### src/rtl/neuron_mac_seq.sv
// Single-neuron multiply-accumulate sequencer: walks the shared weight/activation read address and produces one saturated Q-format output per START.
// Build option: define NEURON_MAC_RELU_EN to clamp negative outputs to zero before they are registered into Y.
module neuron_mac_seq #(
    parameter int N_IN      = 28,
    parameter int ADDR_W    = 5,
    parameter int DATA_W    = 16,
    parameter int FRAC_BITS = 8,
    parameter int ACC_W     = 40
) (
    input  logic              CLK,
    input  logic              RST,
    input  logic              START,
    input  logic [DATA_W-1:0] BIAS,
    input  logic [DATA_W-1:0] W_DO,
    input  logic [DATA_W-1:0] X_DO,
    output logic [ADDR_W-1:0] ADDR,
    output logic              EN,
    output logic              BUSY,
    output logic              DONE,
    output logic [DATA_W-1:0] Y
);

    typedef enum logic [1:0] {IDLE, RUN, FINISH} state_t;

    localparam logic [ADDR_W-1:0] LAST_ADDR = ADDR_W'(N_IN - 1);
    localparam logic signed [ACC_W-1:0] Y_MAX =
        {{(ACC_W-DATA_W+1){1'b0}}, {(DATA_W-1){1'b1}}};
    localparam logic signed [ACC_W-1:0] Y_MIN =
        {{(ACC_W-DATA_W+1){1'b1}}, {(DATA_W-1){1'b0}}};

    state_t                     state;
    logic signed [DATA_W-1:0]   bias_q;
    logic signed [ACC_W-1:0]    acc;
    logic signed [2*DATA_W-1:0] prod;
    logic signed [ACC_W-1:0]    prod_ext;
    logic signed [ACC_W-1:0]    bias_ext;
    logic signed [ACC_W-1:0]    sum;
    logic signed [ACC_W-1:0]    scaled;

    function automatic logic signed [DATA_W-1:0] sat_y(input logic signed [ACC_W-1:0] v);
        if (v > Y_MAX)
            sat_y = Y_MAX[DATA_W-1:0];
        else if (v < Y_MIN)
            sat_y = Y_MIN[DATA_W-1:0];
        else
            sat_y = v[DATA_W-1:0];
    endfunction

    function automatic logic signed [DATA_W-1:0] act_y(input logic signed [DATA_W-1:0] v);
`ifdef NEURON_MAC_RELU_EN
        act_y = v[DATA_W-1] ? '0 : v;
`else
        act_y = v;
`endif
    endfunction

    // Full-precision product, sign-extended so the accumulator never wraps over N_IN terms.
    assign prod     = $signed(W_DO) * $signed(X_DO);
    assign prod_ext = {{(ACC_W-2*DATA_W){prod[2*DATA_W-1]}}, prod};
    // Bias is aligned to the product's 2*FRAC_BITS binary point before the final rescale.
    assign bias_ext = {{(ACC_W-DATA_W){bias_q[DATA_W-1]}}, bias_q};
    assign sum      = acc + (bias_ext <<< FRAC_BITS);
    assign scaled   = sum >>> FRAC_BITS;

    always_ff @(posedge CLK or posedge RST) begin
        if (RST) begin
            state  <= IDLE;
            ADDR   <= '0;
            EN     <= 1'b0;
            BUSY   <= 1'b0;
            DONE   <= 1'b0;
            Y      <= '0;
            acc    <= '0;
            bias_q <= '0;
        end else begin
            case (state)
                IDLE: begin
                    DONE <= 1'b0;
                    if (START) begin
                        bias_q <= $signed(BIAS);
                        acc    <= '0;
                        ADDR   <= '0;
                        EN     <= 1'b1;
                        BUSY   <= 1'b1;
                        state  <= RUN;
                    end else begin
                        EN <= 1'b0;
                    end
                end
                // Memory data for the address driven on the previous edge is consumed here.
                RUN: begin
                    acc <= acc + prod_ext;
                    if (ADDR == LAST_ADDR) begin
                        EN    <= 1'b0;
                        ADDR  <= '0;
                        state <= FINISH;
                    end else begin
                        ADDR <= ADDR + ADDR_W'(1);
                    end
                end
                FINISH: begin
                    Y     <= act_y(sat_y(scaled));
                    DONE  <= 1'b1;
                    BUSY  <= 1'b0;
                    state <= IDLE;
                end
                default: state <= IDLE;
            endcase
        end
    end

endmodule

### config.mk
export PLATFORM = sky130hd
export DESIGN_NAME = neuron_mac_seq
export DESIGN_NICKNAME = d
export VERILOG_FILES = /design/src/rtl/neuron_mac_seq.sv
export SDC_FILE = /design/constraint.sdc
export NUM_CORES = 1
export LEC_CHECK = 0
export BUFFER_PORTS_ARGS = -buffer_cell sky130_fd_sc_hd__buf_2
export CORE_UTILIZATION = 54
export CTS_CLUSTER_DIAMETER = 200
export CTS_CLUSTER_SIZE = 25
export DETAILED_ROUTE_END_ITERATION = 10
export PLACE_DENSITY_LB_ADDON = 0.3
export SLEW_MARGIN = 10
export SYNTH_ARGS = -nofsm -noshare
export SYNTH_HDL_FRONTEND = slang
export SYNTH_SLANG_ARGS = --single-unit
### constraint.sdc
create_clock -name CLK -period 4.8 [get_ports CLK]
set_clock_uncertainty 0.1 [all_clocks]
set_input_delay 0.24 -clock CLK [delete_from_list [all_inputs] [get_ports CLK]]
set_output_delay 0.24 -clock CLK [all_outputs]
set_load 0.05 [all_outputs]
After elaboration in Yosys (flattened, before gate mapping)
Cells that the tools add are included.
{ "classes": {"eq_ne": 5, "n_addsub": 3, "muxes": 16, "multipliers": 1, "reduce_logical": 8, "magnitude_cmp": 2} }
{ "op_table": {"columns": ["operator", "count"], "rows": [
  ["40-bit case mux with 2 select lines", 1],
  ["40-bit by 24-bit adder with 40-bit output", 1],
  ["40-bit by 32-bit adder with 40-bit output", 1],
  ["40-bit two-way mux", 1],
  ["32-bit by 16-bit greater-than comparator with 1-bit output, second input constant", 1],
  ["32-bit by 16-bit less-than comparator with 1-bit output, second input constant", 1],
  ["16-bit by 16-bit multiplier with 32-bit output", 1],
  ["16-bit two-way mux", 2],
  ["5-bit two-way mux", 2],
  ["5-bit case mux with 2 select lines", 1],
  ["2-bit AND reduction", 5],
  ["1-bit case mux with 2 select lines", 3],
  ["5-bit by 1-bit adder with 5-bit output, second input constant", 1],
  ["5-bit == test, second input constant", 1],
  ["2-bit two-way mux", 2],
  ["2-bit != test, second input constant", 2],
  ["2-bit case mux with 2 select lines", 1],
  ["2-bit nonzero test", 2],
  ["1-bit two-way mux", 3],
  ["2-bit by 1-bit == test with 1-bit output, second input constant", 1],
  ["2-bit == test, second input constant", 1],
  ["2-bit zero test", 1]
]} }
{ "totals": {"inputBits": 51, "ff_bits": 82, "out_inout_bits": 24} }

Longest topological paths before layout
Gate-level depths: netlist of run 1.
{ "depth": {"depth_word": 4, "mapped_depth": 25, "ltp_nobuf": 24} }

Worst setup path after synthesis of run 1
No wires, ideal clock.
{ "synth_timing": {"kind": "input port to flip-flop", "startpoint": "input X_DO[1]", "endpoint": "register acc[33]", "path_buffers": 2, "slack_ns": -1.697, "arrival_ns": 6.264, "stages": 25, "path_cell_list": "clkbuf_1 > nand2_1 > inv_1 > fa_1 > fa_1 > inv_1 > fa_1 > inv_1 > fa_1 > fa_1 > inv_1 > fa_1 > inv_1 > ha_1 > clkbuf_1 > a21oi_1 > o21bai_1 > a21o_1 > a2111oi_0 > a211oi_1 > o21ai_0 > a21oi_1 > a21oi_1 > xor2_1 > o21ai_0"} }
{ "synth_via": {"elab_chain_cells": 3} }
{ "synth_lines": {"columns": ["element", "line_no", "source"], "rows": [
  ["start: declaration", "15", "input logic [DATA_W-1:0] X_DO,"],
  ["16-bit by 16-bit multiplier with 32-bit output", "58", "assign prod = $signed(W_DO) * $signed(X_DO);"],
  ["40-bit by 32-bit adder with 40-bit output", "92", "acc <= acc + prod_ext;"],
  ["40-bit case mux with 2 select lines", "76", "case (state)"],
  ["end signal: assignment", "92", null],
  ["end: declaration", "33", "logic signed [ACC_W-1:0] acc;"]
]} }
Every way passes these cells.
A chain may end at the register's enable or synchronous reset.

Final worst setup path of run 1
{ "layout_timing": {"startpoint": "input W_DO[12]", "endpoint": "register acc[33]"} }
{ "layout_via": {"elab_chain_cells": 3} }
{ "layout_lines": {"columns": ["element", "line_no", "source"], "rows": [
  ["start: declaration", "14", "input logic [DATA_W-1:0] W_DO,"],
  ["16-bit by 16-bit multiplier with 32-bit output", "58", null],
  ["40-bit by 32-bit adder with 40-bit output", "92", null],
  ["40-bit case mux with 2 select lines", "76", null]
]} }
Every way passes these cells.

==> key figures, run 1 <==
Setup path
  • CP Class: in -> reg
  • Most used cell, CP: fa_1
  • Crit-path leading delay family: adder cells
  • Critical Path Source Type: primary input
  • Worst r2r src: acc[13]
  • CP max-delay cell: fa_1
  • Worst path max stage delay: 530 ps
  • Critical Path, Cell by Cell: buf_6 > buf_6 > buf_4 > buf_4 > and2_4 > fa_1 > fa_1 > fa_1 > fa_1 > fa_1 > inv_1 > fa_1 > inv_2 > ha_4 > nand4_1 > or3_1 > a221o_2 > a211oi_2 > o21ai_1 > a21oi_1 > a21oi_2 > xor2_1 > o21ai_1
  • Worst Path Buf+Inv: 6
  • R2r setup slk: -730 ps
  • Worst Path Arrival: 6050 ps
  • Crit-path max FO: 8
  • Worst setup EP type: register
  • R2r endpoint: acc[38]
  • WP data required: 4900 ps
  • Worst R2R Path Depth: 20

Detailed routing
  • Routed WL: 45200 um
  • DRC Markers: 0
  • Routed vias: 14600
  • TritonRoute pass-1 iters: 5
  • Metal3 WL: 1430 um
  • DR top layer: met4
  • Drt first-iter violations: 696
  • Routed WL per cell: 16.8 um
  • Via density: 5.41
  • Post-DRT Antenna Nets: 0
  • M1 WL: 17400 um
  • Met2 WL post-DR: 24800 um

Final layout
  • Final Cell Area: 22000 um^2
  • Synthesis-to-layout area growth: 24.3%
  • Share of layout cells above drive strength 1: 25.7%
  • Final nets: 2782
  • Number of diodes: 0
  • Post-route insts no fill: 2693

Placed design
  • HPWL Detailed: 35900 um
  • RePlAce Congestion: 0.878
  • Placed cell areas: 20300 um^2
  • Number of port buffers: 74
  • Post-placement cell count: 2618

Floorplanning
  • Core Region: 31900 um^2
  • Starting Density: 55.4%
  • Die H: 183 um
  • Die Area: 33400 um^2
  • I/O Pins: 75
  • Die width: 183 um
  • Row Count: 65

STA
  • Slew at the pin with the worst max-slew slack: 1070 ps
  • Fin crit share: 124%
  • Final hold violation count: 0
  • Relative slew slack: 28.4%
  • Hold slack: 2.88 ps
  • Fmax: 168 MHz
  • RSZ-0062 raised after global routing: yes
  • Fin. max-slew vios: 0
  • Final-report setup violation count: 29
  • Final WS setup: -1160 ps
  • Tmin final: 5960 ps

Clock network
  • TritonCTS clock tree: done
  • CTS Root Cell: clkbuf_16
  • Clk sinks: 82
  • Reg clk slew, reported paths: 70 ps
  • Number of H-tree levels: 3
  • Clock latency on the worst-skew pair: 340 ps
  • CTS Buf Count: 9
  • Longest Clk Path Bufs: 2

Run status
  • Outcome: complete, but fails checks
  • Failing checks: negative setup slack

Logic synthesis
  • FFs w/ async S/R, synth: 100%
  • Number of distinct library cells after synthesis: 82
  • Synth Net Count: 2480
  • Dominant synthesized flop cell: dfrtp_1
  • Syn Area/Cell: 9.05 um^2
  • Yosys warning total: 0
  • Area of the mapped netlist: 17700 um^2
  • Number of synthesized register bits: 82
  • Seq/Total Area, Yosys: 11.6%
  • Post-synth EDFFs: 0
  • Gate count of the mapped netlist: 1951

Min path
  • Worst min-delay path category: in -> reg
  • Hold path start: BIAS[13]
  • WHS Endpoint: bias_q[13]
  • WHS Path Cells: 3

Global routing
  • Tot GR Track Use: 27.6%
  • First-pass GRT wire length: 74000 um
  • Number of global-route vias before repair: 15700
  • Largest net degree at the start of global routing: 75
  • Grt ovf: 0
  • Initial antenna violation count: 0

Flow run
  • Max-cap violations: 0
## synthesized netlist by cell type (all sizes together) (8+ instances only)
| cell type | count | area, um^2 |
|---|---|---|
| inv | 420 | 1580 |
| fa | 331 | 6630 |
| nand2 | 247 | 927 |
| ha | 147 | 1840 |
| and2 | 123 | 769 |
| o21ai | 83 | 419 |
| dfrtp | 82 | 2050 |
| a21oi | 65 | 340 |
| nor2 | 60 | 225 |
| clkbuf | 56 | 243 |
| nand3 | 43 | 228 |
| xnor2 | 40 | 358 |
| a21o | 29 | 223 |
| xor2 | 19 | 166 |
| nor3 | 16 | 80.1 |
| o32ai | 16 | 140 |
| o21bai | 14 | 116 |
| and3 | 12 | 78.8 |
| buf | 11 | 100 |
| nand2b | 11 | 68.8 |
| nand4 | 9 | 56.3 |
| a211o | 8 | 71.3 |
| or3 | 8 | 52.6 |
## area by class of cell
type	instances	area, um^2
clock buffers	10	239
repair buffers	359	3020
well taps	435	544
flip-flops and latches	82	2050
multi-input cells	1381	14400
inverters	420	1580
clock inverters	6	73.8
fillers	2407	9920
## logic make-up (layout without fill, tap and decap cells)
group                      Yosys count  in the layout  share of synthesized area, %
and+or+nand+nor                    560            560                          15.5
buffers and inverters              488            795                          10.9
adders and majority gates          478            478                          47.9
AOI/OAI and AO/OA                  280            280                          10.8
DFF                                 82             82                          11.6
xor gates and xnor gates            59             59                          2.97
muxes                                4              4                         0.227
## state kept, by name, summed over array words and instances, names as in the netlist
name,cells
ADDR,5
acc,40
EN,1
Y,16
bias_q,16
state,2
BUSY,1
DONE,1
## worst reg2reg max path, delay by kind of cell, from the launching register on
kind                     cells  cell delay (ps)
AND/OR/NAND/NOR              2              130
flip-flops                   1              430
AO/OA/AOI/OAI                7             1500
multiplexers                 1              170
adder cells (fa/ha/maj)      6             2700
buffers and inverters        4              390
## through the flow
stage               util, %  worst slack (ps)  setup TNS [ps]
floorplan                 -             -1190          -16530
global placement       63.6             -1570          -30980
detailed placement     63.6             -1810          -33730
CTS                    67.6             -1130          -18720
global route           68.9             -1320          -24210
finish                 68.9             -1160          -19370
## per-layer routing
| layer | up-vias | GRT usage (%) |
|---|---|---|
| met5 | - | 0 |
| met4 | 0 | 8.30 |
| met3 | 116 | 2.58 |
| met2 | 343 | 52.0 |
| met1 | 7408 | 33.2 |
| li1 | 6708 | - |
## worst max path at each step
stage / start / endpoint / slack [ps] / depth (start not counted)
finish: W_DO[12] / acc[33] / -1160 / 23
global route: W_DO[7] / acc[36] / -1320 / 24
CTS: X_DO[2] / acc[39] / -1130 / 23
detailed placement: X_DO[2] / acc[33] / -1810 / 24
global placement: X_DO[7] / acc[39] / -1570 / 22
floorplan: X_DO[3] / acc[39] / -1190 / 23
## cell usage in the layout, fill, tap and decap left out, types with 24 or more instances in the layout
master / count
inv_1: 387
nor2_1: 55
and2_4: 24
ha_1: 128
nand2_1: 228
inv_2: 31
buf_6: 37
nand3_1: 40
fa_1: 313
o21ai_0: 57
buf_2: 47
buf_4: 242
a21oi_1: 40
xnor2_1: 31
dfrtp_1: 82
a21o_1: 25
and2_1: 99
a21oi_2: 24
## timing repair
action                     CTS  global route
hold buffers                 8             0
resized for setup          164            73
cloned                       1             1
setup endpoints to repair   30            30
pin swaps                   63            59
hold endpoints to repair    15             0
setup buffers               36            22
Power of run 1 is left out: the tool's default activity adds up to more than one toggle a clock period on the data nets, which glitch-free logic cannot reach.
==> run 2, diff against run 1 <==
--- a/config.mk
+++ b/config.mk
@@ -6,9 +6,10 @@
 export NUM_CORES = 1
 export LEC_CHECK = 0
 export BUFFER_PORTS_ARGS = -buffer_cell sky130_fd_sc_hd__buf_2
-export CORE_UTILIZATION = 54
+export CELL_PAD_IN_SITES_DETAIL_PLACEMENT = 1
+export CELL_PAD_IN_SITES_GLOBAL_PLACEMENT = 1
+export CORE_UTILIZATION = 46
 export CTS_CLUSTER_DIAMETER = 200
-export CTS_CLUSTER_SIZE = 25
 export DETAILED_ROUTE_END_ITERATION = 10
 export PLACE_DENSITY_LB_ADDON = 0.3
 export SLEW_MARGIN = 10
==> run 2 against run 1 <==
- the flow still finishes with violations (negative setup slack)
- die area up 17%
- highest routed layer is now met5
- sequential share of layout area down 0.18 points
- clock-buffer cell count unchanged
- critical path type unchanged
- final cell count up 2.9%
- setup slack worse by 570 ps
- via count up 13%
- design area up 1.9%
- core utilization down 9.6 points
==> key figures, run 2 (synthesized netlist as in run 1, its figures left out) <==
Clock network
  • Number of H-tree levels: 3 (unchanged)
  • Longest Clk Path Bufs: 2 (unchanged)
  • Clk sinks: 82 (unchanged)
  • CTS Root Cell: clkbuf_16
  • CTS Buf Count: 9 (unchanged)
  • Clock latency on the worst-skew pair: 350 ps (about the same)
  • Reg clk slew, reported paths: 70 ps (about the same)
  • TritonCTS clock tree: done

Global routing
  • Initial antenna violation count: 6 (+6)
  • Number of global-route vias before repair: 18200 (+16%)
  • Grt ovf: 0 (unchanged)
  • First-pass GRT wire length: 95400 um (+29%)
  • Largest net degree at the start of global routing: 69 (-8.0%)
  • Tot GR Track Use: 31.6% (+4.0 points)

Setup path
  • CP Class: in -> reg
  • Worst r2r src: acc[13]
  • Crit-path max FO: 8 (unchanged)
  • Worst setup path end: acc[36]
  • Critical Path Source Type: primary input
  • Worst R2R Path Depth: 18 (-10%)
  • CP startpoint: W_DO[11]
  • R2r endpoint: acc[36]
  • Worst setup EP type: register
  • R2r setup slk: -1320 ps (-590 ps)
  • Worst Path Arrival: 6710 ps (+660 ps)
  • WP data required: 4980 ps (+80 ps)

Floorplanning
  • Starting Density: 46.8% (-8.6 points)
  • Die width: 198 um (+8.3%)
  • Row Count: 71 (+9.2%)
  • I/O Pins: 75 (unchanged)
  • Die H: 198 um (+8.3%)
  • Die Area: 39200 um^2 (+17%)
  • Core Region: 37800 um^2 (+18%)

Detailed routing
  • Routed WL: 74100 um (+64%)
  • Post-DRT Antenna Nets: 0 (unchanged)
  • Routed vias: 16400 (+13%)
  • Via density: 5.92 (+9.4%)
  • TritonRoute pass-1 iters: 6 (+1)
  • Drt first-iter violations: 1213 (+74%)
  • DRC Markers: 0 (unchanged)
  • Routed WL per cell: 26.8 um (+60%)

Run status
  • Outcome: complete, but fails checks
  • Failing checks: negative setup slack

STA
  • Final WS setup: -1720 ps (-569 ps)
  • Slew at the pin with the worst max-slew slack: 1250 ps (+178 ps)
  • Fin crit share: 136% (+12 points)
  • RSZ-0062 raised after global routing: yes
  • Final-report setup violation count: 31 (+6.9%)
  • Fmax: 153 MHz (-8.7%)
  • Relative slew slack: 16.5% (-12 points)
  • Final hold violation count: 0 (unchanged)
  • Tmin final: 6520 ps (+569 ps)
  • Fin. max-slew vios: 0 (unchanged)

Final layout
  • Share of layout cells above drive strength 1: 27.8% (+2.1 points)
  • Commonest cells after routing, fill and taps aside: inv_1 (377), fa_1 (310), buf_4 (235)
  • Register with the most flip-flops: acc
  • Synthesis-to-layout area growth: 26.7%
  • Commonest non-fill, non-tap cell in the layout: inv_1
  • Final nets: 2782 (unchanged)
  • Max reg flops: 40 (unchanged)
  • Fillers: 4238 (+76%)
  • Largest registers: acc: 40 flops, Y: 16 flops, bias_q: 16 flops

Min path
  • Worst min-delay path category: in -> reg

Placed design
  • Number of port buffers: 74 (unchanged)
  • Place WS: -1880 ps (-72.9 ps)
  • RePlAce Congestion: 0.867 (-1.3%)
  • HPWL Detailed: 45000 um (+26%)

Flow run
  • Max-cap violations: 0 (unchanged)
-- run 2: worst min-delay path by stage --
stage / startpoint / endpoint / slack [ps] / cells past startpoint
floorplan: BIAS[0] / bias_q[0] / 250 / 2
global placement: RST / bias_q[0] / 250 / 2
detailed placement: RST / bias_q[0] / 260 / 2
CTS: BIAS[11] / bias_q[11] / 0.4 / 3
global route: BIAS[0] / bias_q[0] / 7 / 3
finish: BIAS[0] / bias_q[0] / 4 / 3
-- run 2: through the flow --
stage	utilization, %	area (um^2)	instances	setup TNS [ps]	hold slack [ps]
CTS	57.6	21700	2746	-19830	0.382
global route	59.3	22400	2769	-39790	7.19
finish	59.3	22400	2770	-35210	4.04
detailed placement	53.8	20300	2694	-39990	264
floorplan	-	18200	1951	-16530	245
global placement	53.8	20300	2694	-32700	251
-- run 2: layout make-up --
type	instances	area, um^2	area share [%]
sequential	82	2050	9.17
tap	511	639	2.86
antenna	1	2.50	0.0112
clock buffer	10	239	1.07
clock inverter	6	95.1	0.425
inverter	420	1580	7.07
multi-input combinational	1381	14700	65.8
timing repair buffer	359	3040	13.6
-- run 2: repair_timing --
action | in CTS | in global routing
pin swaps | 92 | 71
hold buffers | 4 | 0
gates resized for setup | 220 | 116
hold endpoints to repair | 39 | 0
buffers inserted | 37 | 28
gates cloned | 0 | 1
setup endpoints to repair | 31 | 31
-- run 2: critical path, stage by stage --
cell	delay (ps)
buf_6	130
buf_4	150
and2_4	140
fa_1	510
inv_2	60
fa_1	500
fa_1	550
inv_1	70
fa_2	690
fa_1	510
inv_2	200
fa_1	470
inv_2	200
ha_4	190
buf_4	150
a21oi_4	40
o21bai_4	150
a21oi_4	80
nor2_2	160
nor2_2	80
a211o_1	370
a311oi_2	240
buf_4	170
a21boi_2	60
or4_1	480
nand3_1	90
-- run 2: metal layers --
layer | part of all wire, % | track usage [%]
met1 | 33 | 33.8
met2 | 50 | 59.7
met3 | 7.8 | 3.49
met4 | 9.6 | 18.7
met5 | 0.18 | 0
Power of run 2 is left out for the same reason.
